<file path="config.mk">
export PLATFORM = sky130hd
export DESIGN_NAME = breath_controller
export DESIGN_NICKNAME = d
export VERILOG_FILES = /design/src/rtl/breath_controller.sv
export SDC_FILE = /design/constraint.sdc
export NUM_CORES = 1
export LEC_CHECK = 0
export CAP_MARGIN = 20
export CORE_MARGIN = 4
export CORE_UTILIZATION = 46
export CTS_CLUSTER_DIAMETER = 120
export DETAILED_ROUTE_END_ITERATION = 16
export PLACE_DENSITY = 0.74
export SLEW_MARGIN = 15
export SYNTH_ARGS = -nofsm -noshare
export SYNTH_HDL_FRONTEND = slang
export SYNTH_SLANG_ARGS = --single-unit
</file>
<file path="constraint.sdc">
create_clock -name clk -period 3.05 [get_ports clk]
set_clock_uncertainty 0.05 [all_clocks]
set_input_delay 0.7625 -clock clk [delete_from_list [all_inputs] [get_ports clk]]
set_output_delay 0.7625 -clock clk [all_outputs]
set_load 0.01 [all_outputs]
</file>
<file path="src/rtl/breath_controller.sv">
// LED breathing/animation brightness controller with registered color select.
// Optional: define BREATH_GAMMA_EN for a squared (gamma) brightness output stage.
module breath_controller #(
  parameter int          BRT_W   = 5,
  parameter int          DIV_MAX = 1023,
  parameter logic [23:0] COLOR0  = 24'h7F1FFF,
  parameter logic [23:0] COLOR1  = 24'h00FFFF,
  parameter logic [23:0] COLOR2  = 24'hFFFF00,
  parameter logic [23:0] COLOR3  = 24'hFF00FF
) (
  input  logic             clk,
  input  logic             rst_n,
  input  logic             tick,
  input  logic [1:0]       sw,
  input  logic [1:0]       mode,
  input  logic             hold,
  output logic [23:0]      color,
  output logic [BRT_W-1:0] brightness,
  output logic             peak,
  output logic             trough
);

  typedef enum logic {PH_UP = 1'b0, PH_DOWN = 1'b1} phase_e;
  typedef enum logic [1:0] {
    M_BREATHE = 2'b00,
    M_SAW     = 2'b01,
    M_STEADY  = 2'b10,
    M_BLINK   = 2'b11
  } mode_e;

  localparam logic [BRT_W-1:0] MAX     = {BRT_W{1'b1}};
  localparam logic [BRT_W-1:0] ONE     = BRT_W'(1);
  localparam logic [15:0]      DIV_END = 16'(DIV_MAX);

  logic [23:0]      color_q, color_d;
  logic [15:0]      div_q, div_d;
  logic [BRT_W-1:0] br_q, br_d;
  phase_e           phase_q, phase_d;
  mode_e            mode_q, mode_d;
  logic             peak_q, peak_d;
  logic             trough_q, trough_d;
  logic             step;
  logic             mode_chg;

  assign step     = tick & ~hold & (div_q == DIV_END);
  assign mode_chg = (mode != mode_q);

  always_comb begin
    case (sw)
      2'd0:    color_d = COLOR0;
      2'd1:    color_d = COLOR1;
      2'd2:    color_d = COLOR2;
      default: color_d = COLOR3;
    endcase
  end

  // A mode change restarts the animation and swallows any step landing on the same clk.
  always_comb begin
    div_d    = div_q;
    br_d     = br_q;
    phase_d  = phase_q;
    mode_d   = mode_q;
    peak_d   = 1'b0;
    trough_d = 1'b0;
    if (mode_chg) begin
      div_d   = '0;
      br_d    = '0;
      phase_d = PH_UP;
      mode_d  = mode_e'(mode);
    end else begin
      if (tick && !hold) begin
        div_d = (div_q == DIV_END) ? 16'd0 : div_q + 16'd1;
      end
      case (mode_q)
        M_BREATHE: begin
          if (step) begin
            if (phase_q == PH_UP) begin
              if (br_q == MAX) begin
                br_d    = MAX - ONE;
                phase_d = PH_DOWN;
              end else begin
                br_d = br_q + ONE;
              end
            end else begin
              if (br_q == '0) begin
                br_d    = ONE;
                phase_d = PH_UP;
              end else begin
                br_d = br_q - ONE;
              end
            end
            peak_d   = (br_d == MAX);
            trough_d = (br_d == '0);
          end
        end
        M_SAW: begin
          if (step) begin
            br_d    = (br_q == MAX) ? '0 : br_q + ONE;
            phase_d = PH_UP;
            peak_d  = (br_d == MAX);
          end
        end
        M_STEADY: begin
          br_d = MAX;
        end
        M_BLINK: begin
          if (step) begin
            br_d   = (br_q == '0) ? MAX : '0;
            peak_d = (br_d == MAX);
          end
        end
      endcase
    end
  end

  always_ff @(posedge clk) begin
    if (!rst_n) begin
      color_q  <= COLOR0;
      div_q    <= '0;
      br_q     <= '0;
      phase_q  <= PH_UP;
      mode_q   <= M_BREATHE;
      peak_q   <= 1'b0;
      trough_q <= 1'b0;
    end else begin
      color_q  <= color_d;
      div_q    <= div_d;
      br_q     <= br_d;
      phase_q  <= phase_d;
      mode_q   <= mode_d;
      peak_q   <= peak_d;
      trough_q <= trough_d;
    end
  end

  assign color = color_q;

`ifdef BREATH_GAMMA_EN
  logic [2*BRT_W-1:0] sq;
  logic [BRT_W-1:0]   gamma_q;
  logic               peak_dly_q;
  logic               trough_dly_q;

  assign sq = {{BRT_W{1'b0}}, br_q} * {{BRT_W{1'b0}}, br_q};

  // Pulses ride one extra stage so they line up with the squared brightness.
  always_ff @(posedge clk) begin
    if (!rst_n) begin
      gamma_q      <= '0;
      peak_dly_q   <= 1'b0;
      trough_dly_q <= 1'b0;
    end else begin
      gamma_q      <= sq[2*BRT_W-1:BRT_W];
      peak_dly_q   <= peak_q;
      trough_dly_q <= trough_q;
    end
  end

  assign brightness = gamma_q;
  assign peak       = peak_dly_q;
  assign trough     = trough_dly_q;
`else
  assign brightness = br_q;
  assign peak       = peak_q;
  assign trough     = trough_q;
`endif

endmodule

</file>
==> results.txt, run 1 <==
----------------------------------------------------
[Route]
  DR pass1 iterations ... 4
  Vias after detailed routing ... 1651
  Detail-routed via count per cell ... roughly 5.4
  Detail-routed net length per standard cell ... 12.7 um
  Remaining number of nets flagged by the antenna check after routing ... 0
  Detailed router's first-iteration violation count ... 205
  Total wire length after detailed routing ... roughly 3900 um
  DRC ... 0

[Place]
  Number of buffer cells added on primary ports ... 38
  Placer congestion estimate ... 0.850
  DP HPWL ... 2850 um
  Placement-stage cell area ... 2230 sq um

[Synth]
  Mean post-synth cell area ... 8.21 sq um
  Gate Count Post-Synth ... 240
  Mapped Area ... 1970 sq um
  Sequential fraction of the synthesis area ... 0.315
  Number of flops mapped to enable cells by yosys ... 0
  Synth warnings ... 0
  Flip-flop cell with the highest count after synthesis ... dfxtp_1
  Number of distinct library cell variants in the gate-level netlist after synthesis ... 50
  Number of storage elements in the synthesis netlist ... 31
  Post-synthesis net count ... approximately 260
  Fraction of registers with async set/reset ... 0

[Clocking]
  CTS tree ... yes
  Skew-Pair Late Insertion Delay ... 0.28 ns
  Buffer levels on the longest clock path ... 2
  Cell chosen for the clock root ... clkbuf_8
  Cells resized by post-CTS repair ... 0
  Number of post-CTS setup repair buffers ... 0
  Number of buffers inserted by hold repair at cts ... 0
  Clock transition at the register clock pins on the worst setup and hold paths after CTS ... 0.06 ns
  Level count of the clock H-tree ... 2
  CTS Buf Count ... 5
  Clk sinks ... 31

[Critical path]
  Largest stage delay on the critical path ... 0.65 ns
  Startpoint type of the worst setup path ... register
  Number of buffers and inverters on the critical path ... 1
  Data arrival time of the worst path ... 1.57 ns
  Slack of the worst reg-to-reg path ... 0.69 ns
  Crit-path slowest cell ... dfxtp_1
  Instance count on the critical path ... 1
  Crit Path Class ... reg2out
  CP endpoint ... brightness[3]
  R2r worst-path depth ... 9
  Sequence of cells on the critical path ... clkdlybuf4s50_1
  Worst r2r src ... brightness[0]$_SDFFE_PP0P_
  Worst Setup SP ... brightness[3]$_SDFFE_PP0P_
  Sort of element at the end of the critical path ... output port
  Crit Reg-Reg Endpoint ... trough$_SDFF_PP0_
  Cell family with the largest share of critical-path delay ... flip-flops
  Required time of the critical path ... 2.24 ns
  Critical Path Fanout Max ... 13

[Timing]
  RSZ-0062 raised after global routing ... false
  Portion of the clock cycle consumed by the worst path in the final layout ... 0.782
  Worst Tran Pin Value ... approximately 0.67 ns
  Total setup violations reported at the end of the flow ... 0
  Final number of hold-violating endpoints ... 0
  Number of slew-limit violations in the final report ... 0
  Final worst path period need ... 2.38 ns
  Total negative setup slack ... 0 ns
  Worst slew margin relative to its limit ... 0.552
  Final worst hold slack ... approximately 0.43 ns
  Highest Clock Rate ... 419 MHz

[Layout]
  Post-route standard cell area excluding fillers ... 2310 sq um
  Final Net Count ... 274
  Fraction of final layout cells with drive strength greater than 1 ... 0.0661
  Most frequent cells in the layout ... 38 x clkdlybuf4s50_1, 32 x nor2_1, 31 x dfxtp_1, 16 x nand2_1
  Final cell utilization of the core ... 0.569
  Area added between synthesis and finish ... 17.3%
  Most common library cell in the layout ignoring fill and taps ... clkdlybuf4s50_1
  Antenna diode count ... 0

[Floorplanning]
  Area of the die ... about 5400 sq um
  Placeable Area ... 4060 sq um
  Starting Density ... 0.485
  Height of the die ... ~73 um
  Die span in x ... around 73 um
  Number of placement rows ... 23
  Count of pins on the block boundary ... 39

[GRT]
  First-pass GRT wire length ... about 6500 um
  Number of antenna violations at the first check in global routing ... 0
  Vias in the first global route ... 1464
  Remaining global-route overflow ... 0
  Total track usage ... 0.154
  Pin count of the biggest net entering global routing ... 17

[Worst hold path]
  Worst min path class ... reg2reg

[Run status]
  Outcome ... finished, final reports clean

[Power]
  Largest voltage drop on the vdd net ... 292 uV
  Static Leak ... 0.000859 uW
  Ratio of total power to cell area ... about 360 nW/um^2

[Run]
  Max capacitance violation total ... 0

----------------------------------------------------
cells in the mapped netlist (2+ instances only):
cell type	number	area share
and2_1	3	0.0095
nor2b_1	7	0.022
nor2_1	32	0.061
nand3_2	2	0.010
buf_4	19	0.072
a21oi_1	5	0.013
nand3_1	12	0.030
nor4b_2	2	0.015
inv_1	10	0.019
xnor2_1	5	0.022
and3_1	4	0.013
nand4_1	3	0.0095
o21ai_0	5	0.013
dfxtp_1	31	0.32
or4b_1	2	0.010
and4_1	3	0.013
buf_2	6	0.015
nor3b_1	3	0.011
nor4_1	2	0.0064
xor2_1	12	0.053
mux2i_1	2	0.010
nand2_1	16	0.030
a211oi_1	6	0.023
o21ai_1	2	0.0051
ha_1	10	0.064
nand2b_1	3	0.0095
clkbuf_1	4	0.0076
nor3_1	4	0.010
a21o_1	2	0.0076
a31oi_1	3	0.0095
metrics by stage:
| stage | setup WS [ns] | power, uW | std cells |
|---|---|---|---|
| floorplan | 0.915 | 496 | 240 |
| global placement | 0.511 | 533 | 299 |
| detailed placement | 0.472 | 534 | 299 |
| CTS | 0.673 | 835 | 307 |
| global route | 0.455 | 860 | 307 |
| finish | 0.666 | 822 | 307 |
per-layer routing:
layer	wire length (um)	up-vias	GRT usage	part of all wire
li1	-	842	-	-
met1	1730	748	0.186	0.44
met2	1830	54	0.253	0.47
met3	263	7	0.0383	0.068
met4	70	0	0.0724	0.018
met5	0	-	0	0
sequential cells by signal (all words and copies together) (netlist names):
| register | flops |
|---|---|
| phase_q | 1 |
| color | 5 |
| trough | 1 |
| brightness | 5 |
| mode_q | 2 |
| div_q | 16 |
| peak | 1 |
cell families (layout without fill, tap and decap cells):
logic type / Yosys count / in the layout / synth area share
adders and majority gates: 10 / 10 / 0.0635
buffers and inverters: 40 / 57 / 0.116
muxes: 2 / 2 / 0.0102
DFF: 31 / 31 / 0.315
AOI/OAI and AO/OA: 35 / 35 / 0.125
xor gates and xnor gates: 17 / 17 / 0.0756
and+or+nand+nor: 105 / 105 / 0.294
power by group:
| group | total (uW) | switching [uW] | internal, uW |
|---|---|---|---|
| Combinational | 99.4 | 44.9 | 54.6 |
| Sequential | 425 | 13.5 | 412 |
| Clock | 298 | 138 | 160 |
| Total | 822 | 197 | 626 |
area by class of cell:
cell class	instances	area (sq um)
flip-flops and latches	31	621
clock inverters	1	5.00
clock buffers	7	76.3
well taps	50	62.6
inverters	10	37.5
fillers	363	1750
multi-input cells	169	1120
repair buffers	39	388
worst min path at each step:
stage | end | slack (ns) | startpoint | cells past startpoint
CTS | div_q[1]$_SDFFE_PP0P_ | 0.43 | div_q[1]$_SDFFE_PP0P_ | 2
floorplan | div_q[1]$_SDFFE_PP0P_ | 0.40 | div_q[1]$_SDFFE_PP0P_ | 2
global placement | div_q[1]$_SDFFE_PP0P_ | 0.42 | div_q[1]$_SDFFE_PP0P_ | 2
finish | div_q[1]$_SDFFE_PP0P_ | 0.43 | div_q[1]$_SDFFE_PP0P_ | 2
global route | div_q[1]$_SDFFE_PP0P_ | 0.47 | div_q[1]$_SDFFE_PP0P_ | 2
detailed placement | div_q[1]$_SDFFE_PP0P_ | 0.42 | div_q[1]$_SDFFE_PP0P_ | 2
No activity file was read; power rests on OpenSTA's default activity.
==> run 2, diff against run 1 <==
--- a/config.mk
+++ b/config.mk
@@ -10,7 +10,7 @@
 export CORE_UTILIZATION = 46
 export CTS_CLUSTER_DIAMETER = 120
 export DETAILED_ROUTE_END_ITERATION = 16
-export PLACE_DENSITY = 0.74
+export PLACE_DENSITY = 0.77
 export SLEW_MARGIN = 15
 export SYNTH_ARGS = -nofsm -noshare
 export SYNTH_HDL_FRONTEND = slang
==> constraint.sdc (replaced) <==
create_clock -name clk -period 1.9 [get_ports clk]
set_clock_uncertainty 0.05 [all_clocks]
set_input_delay 0.475 -clock clk [delete_from_list [all_inputs] [get_ports clk]]
set_output_delay 0.475 -clock clk [all_outputs]
set_load 0.01 [all_outputs]
==> run 2 against run 1 <==
Compared with the run above: sequential share of layout area decreased by 2.8 points; via count increased by 7.3%; critical path depth increased by 6; register-to-register slack got worse by 0.68 ns; non-clock buffer count increased by 23; critical path type is now reg2reg; largest cell class unchanged.
==> results.txt, run 2 (same netlist as run 1, synthesis figures left out) <==
----------------------------------------------------
[Run status]
  Outcome ... finished, final reports clean

[Timing]
  Number of slew-limit violations in the final report ... 0 (unchanged)
  RSZ-0062 raised after global routing ... true
  Worst Tran Pin Value ... 0.405 ns (-0.265 ns)
  Setup slack after layout ... 0.00870 ns (-0.657 ns)
  Final number of hold-violating endpoints ... 0 (unchanged)
  Portion of the clock cycle consumed by the worst path in the final layout ... 0.995
  Total negative setup slack ... 0 ns (unchanged)
  Final worst path period need ... 1.89 ns
  Final worst hold slack ... 0.425 ns (-0.00275 ns)
  Total setup violations reported at the end of the flow ... 0 (unchanged)
  Worst slew margin relative to its limit ... 0.730 (+0.178)
  Highest Clock Rate ... 529 MHz

[Critical path]
  Critical Path Fanout Max ... 4 (-9)
  Data arrival time of the worst path ... 2.05 ns (+0.48 ns)
  R2r worst-path depth ... 7 (-2)
  Crit Reg-Reg Endpoint ... peak$_SDFF_PP0_
  Crit-path slowest cell ... nor4_2
  Largest stage delay on the critical path ... 0.41 ns (-0.24 ns)
  Sequence of cells on the critical path ... inv_1 > ha_2 > nor3b_4 > mux2i_2 > nor4_2 > nand4b_1 > a21oi_2
  Worst r2r src ... brightness[0]$_SDFFE_PP0P_
  Sort of element at the end of the critical path ... register
  Startpoint type of the worst setup path ... register
  Required time of the critical path ... 2.06 ns (-0.18 ns)
  Slack of the worst reg-to-reg path ... 0.009 ns (-0.68 ns)
  Crit Path Class ... reg2reg

[Clocking]
  CTS Buf Count ... 5 (unchanged)
  Clock transition at the register clock pins on the worst setup and hold paths after CTS ... 0.06 ns (about the same)
  Number of post-CTS setup repair buffers ... 0 (unchanged)
  Cell chosen for the clock root ... clkbuf_8
  Skew-Pair Late Insertion Delay ... 0.28 ns (about the same)
  Clk sinks ... 31 (unchanged)
  CTS tree ... yes
  Buffer levels on the longest clock path ... 2 (unchanged)
  Level count of the clock H-tree ... 2 (unchanged)

[Worst hold path]
  Hold Crit Depth ... 2 (unchanged)
  Origin of the worst min-delay path ... div_q[1]$_SDFFE_PP0P_
  Worst min path class ... reg2reg
  Hold-critical path endpoint ... div_q[1]$_SDFFE_PP0P_

[Place]
  Placer congestion estimate ... 0.944 (+11%)
  Number of buffer cells added on primary ports ... 38 (unchanged)
  DP HPWL ... 3270 um (+15%)
  Placement-stage cell area ... 2420 sq um (+8.8%)
  Worst-case setup slack after placement ... -0.255 ns (-0.728 ns)

[Layout]
  Total area of sequential cells ... 629 sq um (+1.4%)
  Largest register FFs ... 16 (unchanged)
  Area used by multi-input combinational logic ... 1230 sq um (+10%)
  Post-route standard cell area excluding fillers ... 2620 sq um (+13%)
  Area added between synthesis and finish ... 32.8%
  Most frequent cells in the layout ... 34 x clkdlybuf4s50_1, 32 x nor2_1, 26 x dfxtp_1, 23 x buf_4, 16 x nand2_1
  Antenna diode count ... 0 (unchanged)
  Final cell utilization of the core ... 0.645 (+0.0755)
  Largest register by flop count ... div_q
  Number of fill cells ... 338 (-6.9%)
  Final Net Count ... 297 (+8.4%)
  Most common library cell in the layout ignoring fill and taps ... clkdlybuf4s50_1
  Fraction of final layout cells with drive strength greater than 1 ... 0.221 (+0.155)

[Floorplanning]
  Die span in x ... 73.4 um (unchanged)
  Area of the die ... 5390 sq um (unchanged)
  Starting Density ... 0.485 (unchanged)
  Placeable Area ... 4060 sq um (unchanged)
  Height of the die ... 73.4 um (unchanged)
  Count of pins on the block boundary ... 39 (unchanged)
  Number of placement rows ... 23 (unchanged)

[Route]
  Vias after detailed routing ... 1772 (+7.3%)
  Detail-routed net length per standard cell ... 13.5 um (+6.5%)
  DR pass1 iterations ... 4 (unchanged)
  DRC ... 0 (unchanged)
  Remaining number of nets flagged by the antenna check after routing ... 0 (unchanged)
  Detailed router's first-iteration violation count ... 130 (-37%)
  Detail-routed via count per cell ... 5.37 (-0.15%)
  Total wire length after detailed routing ... 4450 um (+15%)

[Run]
  Max capacitance violation total ... 0 (unchanged)

[GRT]
  Total track usage ... 0.174 (+0.0201)
  Number of antenna violations at the first check in global routing ... 0 (unchanged)
  Pin count of the biggest net entering global routing ... 17 (unchanged)
  Vias in the first global route ... 1653 (+13%)
  First-pass GRT wire length ... 7310 um (+13%)
  Remaining global-route overflow ... 0 (unchanged)

[Power]
  Static Leak ... 0.00103 uW (+20%)
  Largest voltage drop on the vdd net ... 456 uV (+56%)
  Ratio of total power to cell area ... 524 nW/um^2 (+47%)

----------------------------------------------------
## run 2: critical path: cells and delay by family (launching register included)
family                   cells  cell delay [ns]
flip-flops                   1             0.37
AND/OR/NAND/NOR              3             0.81
multiplexers                 1             0.11
AO/OA/AOI/OAI                1             0.18
adder cells (fa/ha/maj)      1             0.21
buffers and inverters        1             0.11
## run 2: timing repair
item / 4_1_cts / 5_1_grt
hold buffers: 0 / 0
resized for setup: 4 / 24
hold endpoints to repair: 0 / 0
endpoints found under the setup margin: 5 / 9
pin swaps: 0 / 3
## run 2: report_power, final
part | internal (uW) | switching, uW
Clock | 255 | 241
Combinational | 109 | 91.5
Sequential | 660 | 13.6
Total | 1020 | 346
## run 2: how the worst max path moves through the flow
stage / start / to / slack [ns] / cells past startpoint
2_1_floorplan: brightness[0]$_SDFFE_PP0P_ / brightness[3]$_SDFFE_PP0P_ / 0.03 / 8
3_3_place_gp: hold / trough$_SDFF_PP0_ / -0.16 / 5
3_5_place_dp: hold / trough$_SDFF_PP0_ / -0.26 / 5
4_1_cts: brightness[1]$_SDFFE_PP0P_ / brightness[3]$_SDFFE_PP0P_ / 0.006 / 9
5_1_grt: brightness[0]$_SDFFE_PP0P_ / peak$_SDFF_PP0_ / -0.08 / 7
6_report: brightness[0]$_SDFFE_PP0P_ / peak$_SDFF_PP0_ / 0.009 / 7
## run 2: metal layers
| layer | GRT usage | vias to the layer above | wire length (um) |
|---|---|---|---|
| li1 | - | 890 | - |
| met1 | 0.212 | 817 | 1970 |
| met2 | 0.295 | 51 | 2130 |
| met3 | 0.0328 | 14 | 220 |
| met4 | 0.0785 | 0 | 137 |
| met5 | 0 | - | 0 |
## run 2: metrics by stage
| stage | instances | total power (uW) |
|---|---|---|
| 2_1_floorplan | 240 | 796 |
| 3_3_place_gp | 322 | 873 |
| 3_5_place_dp | 322 | 876 |
| 4_1_cts | 330 | 1380 |
| 5_1_grt | 330 | 1430 |
| 6_report | 330 | 1370 |
## run 2: final cells by class
cell class,count,area share
multi-input combinational,169,0.472
sequential,31,0.241
timing repair buffer,62,0.217
tap,50,0.0239
clock buffer,6,0.0277
inverter,10,0.0143
clock inverter,2,0.00478
==> run 3, diff against run 2 <==
--- a/config.mk
+++ b/config.mk
@@ -5,8 +5,9 @@
 export SDC_FILE = /design/constraint.sdc
 export NUM_CORES = 1
 export LEC_CHECK = 0
+export ABC_AREA = 0
 export CAP_MARGIN = 20
-export CORE_MARGIN = 4
+export CORE_MARGIN = 1
 export CORE_UTILIZATION = 46
 export CTS_CLUSTER_DIAMETER = 120
 export DETAILED_ROUTE_END_ITERATION = 16
==> run 3 against run 2 <==
Compared with the run above: the flow now finishes with violations (negative setup slack); core utilization grew 3.0 points; via count grew 2.8%; worst hold slack gained 0.014 ns; critical path depth grew 1; flip-flop and latch count is the same; sequential power is essentially flat; first-iteration DRC count shrank 1.5%; sequential share of layout area shrank 1.1 points; clock-buffer cell count shrank 1; combinational power grew 7%; critical endpoint is now brightness[3]$_SDFFE_PP0P_.
==> results.txt, run 3 (same netlist as run 1, synthesis figures left out) <==
----------------------------------------------------
[Floorplanning]
  Height of the die ... 67.4 um (-8.2%)
  Area of the die ... 4550 sq um (-16%)
  Number of placement rows ... 23 (unchanged)
  Count of pins on the block boundary ... 39 (unchanged)
  Die span in x ... 67.4 um (-8.2%)
  Placeable Area ... 4060 sq um (unchanged)
  Starting Density ... 0.485 (unchanged)

[Timing]
  Worst slew margin relative to its limit ... 0.682 (-0.0477)
  Final number of hold-violating endpoints ... 0 (unchanged)
  Highest Clock Rate ... 526 MHz (-0.56%)
  Setup slack after layout ... -0.00190 ns (-0.0106 ns)
  Worst Tran Pin Value ... 0.476 ns (+0.0715 ns)
  Number of slew-limit violations in the final report ... 0 (unchanged)
  RSZ-0062 raised after global routing ... true
  Final worst hold slack ... 0.439 ns (+0.0143 ns)
  Total setup violations reported at the end of the flow ... 1 (+1)
  Final worst path period need ... 1.90 ns (+0.0106 ns)
  Total negative setup slack ... -0.00190 ns (-0.00190 ns)
  Portion of the clock cycle consumed by the worst path in the final layout ... 1.00 (+0.00558)

[Route]
  Vias after detailed routing ... 1821 (+2.8%)
  DRC ... 0 (unchanged)
  Remaining number of nets flagged by the antenna check after routing ... 0 (unchanged)
  DR pass1 iterations ... 4 (unchanged)
  Detailed router's first-iteration violation count ... 128 (-1.5%)
  Total wire length after detailed routing ... 4800 um (+7.7%)
  Detail-routed via count per cell ... 5.34 (-0.55%)
  Detail-routed net length per standard cell ... 14.1 um (+4.3%)

[Layout]
  Largest register FFs ... 16 (unchanged)
  Largest register by flop count ... div_q
  Final Net Count ... 308 (+3.7%)
  Most frequent cells in the layout ... 36 x clkdlybuf4s50_1, 33 x buf_4, 31 x nor2_1, 26 x dfxtp_1, 15 x nand2_1
  Area used by multi-input combinational logic ... 1270 sq um (+2.8%)
  Total area of sequential cells ... 629 sq um (unchanged)
  Area added between synthesis and finish ... 39.1%
  Most common library cell in the layout ignoring fill and taps ... clkdlybuf4s50_1
  Fraction of final layout cells with drive strength greater than 1 ... 0.271 (+0.0500)
  Number of fill cells ... 307 (-9.2%)
  Antenna diode count ... 0 (unchanged)
  Post-route standard cell area excluding fillers ... 2740 sq um (+4.7%)

[Place]
  DP HPWL ... 3130 um (-4.3%)
  Placement-stage cell area ... 2430 sq um (+0.31%)
  Number of buffer cells added on primary ports ... 38 (unchanged)
  Placer congestion estimate ... 0.925 (-2.0%)

[Clocking]
  CTS Buf Count ... 5 (unchanged)
  Level count of the clock H-tree ... 2 (unchanged)
  Clk sinks ... 31 (unchanged)
  Cell chosen for the clock root ... clkbuf_8
  Clock transition at the register clock pins on the worst setup and hold paths after CTS ... 0.07 ns (about the same)
  Number of buffers inserted by hold repair at cts ... 0 (unchanged)
  Skew-Pair Late Insertion Delay ... 0.29 ns (about the same)
  CTS tree ... yes
  Buffer levels on the longest clock path ... 2 (unchanged)

[Critical path]
  Data arrival time of the worst path ... 2.07 ns (+0.02 ns)
  Startpoint type of the worst setup path ... register
  Sort of element at the end of the critical path ... register
  Crit Path Class ... reg2reg
  Critical Path Fanout Max ... 6 (+2)
  Required time of the critical path ... 2.07 ns (about the same)

[Power]
  Ratio of total power to cell area ... 516 nW/um^2 (-1.5%)
  Largest voltage drop on the vdd net ... 459 uV (+0.55%)
  Static Leak ... 0.00107 uW (+3.7%)
  Total design power ... 1410 uW (+3.1%)

[Run]
  Max capacitance violation total ... 0 (unchanged)

[Run status]
  Violated checks ... negative setup slack
  Outcome ... finished, violations left

[GRT]
  Number of antenna violations at the first check in global routing ... 0 (unchanged)
  Remaining global-route overflow ... 0 (unchanged)
  Pin count of the biggest net entering global routing ... 13 (-4)
  Total track usage ... 0.211 (+0.0373)
  First-pass GRT wire length ... 7100 um (-2.8%)
  Vias in the first global route ... 1574 (-4.8%)

[Worst hold path]
  Worst min path class ... reg2reg

----------------------------------------------------
run 3: repair_timing:
item	in CTS	in global routing
resized for setup	6	30
setup endpoints to repair	10	16
buffers inserted	2	8
pin swaps	0	11
endpoints found under the hold margin	0	0
run 3: metal layers:
layer	vias to the layer above	wire length (um)	track usage
li1	914	-	-
met1	838	2180	0.255
met2	54	2270	0.349
met3	15	229	0.0557
met4	0	118	0.0931
met5	-	0	0
run 3: where the power goes:
part	total, uW	switching (uW)	internal, uW
clock	524	269	255
combinational	215	97.7	118
sequential	673	13.9	659
total	1410	380	1030
run 3: critical path: stages (launching register included):
cell and delay [ns]:
dfxtp_4 0.36, ha_4 0.17, nand3_4 0.06, inv_2 0.05, ha_4 0.17, buf_6 0.13, or4b_1 0.50, and4_4 0.16
a211oi_2 0.16
run 3: layout make-up:
cell class | count | share of cell area
sequential | 31 | 0.230
timing repair buffer | 73 | 0.238
multi-input combinational | 169 | 0.464
clock inverter | 3 | 0.00685
inverter | 10 | 0.0137
tap | 50 | 0.0228
clock buffer | 5 | 0.0251
run 3: path summary, 6_finish.rpt:
check | from | to | slack, ns | depth (start not counted)
min | div_q[1]$_SDFFE_PP0P_ | div_q[1]$_SDFFE_PP0P_ | 0.44 | 2
min reg2reg | div_q[1]$_SDFFE_PP0P_ | div_q[1]$_SDFFE_PP0P_ | 0.44 | 2
max reg2reg | brightness[0]$_SDFFE_PP0P_ | brightness[3]$_SDFFE_PP0P_ | -0.002 | 8
max | brightness[0]$_SDFFE_PP0P_ | brightness[3]$_SDFFE_PP0P_ | -0.002 | 8
run 3: through the flow:
step / setup slack (ns) / util / std cells
after floorplan: 0.0271 / - / 240
after global placement: -0.198 / 0.599 / 323
after detailed placement: -0.239 / 0.599 / 323
after CTS: 0.000815 / 0.630 / 333
after global routing: -0.0459 / 0.675 / 341
final: -0.00190 / 0.675 / 341
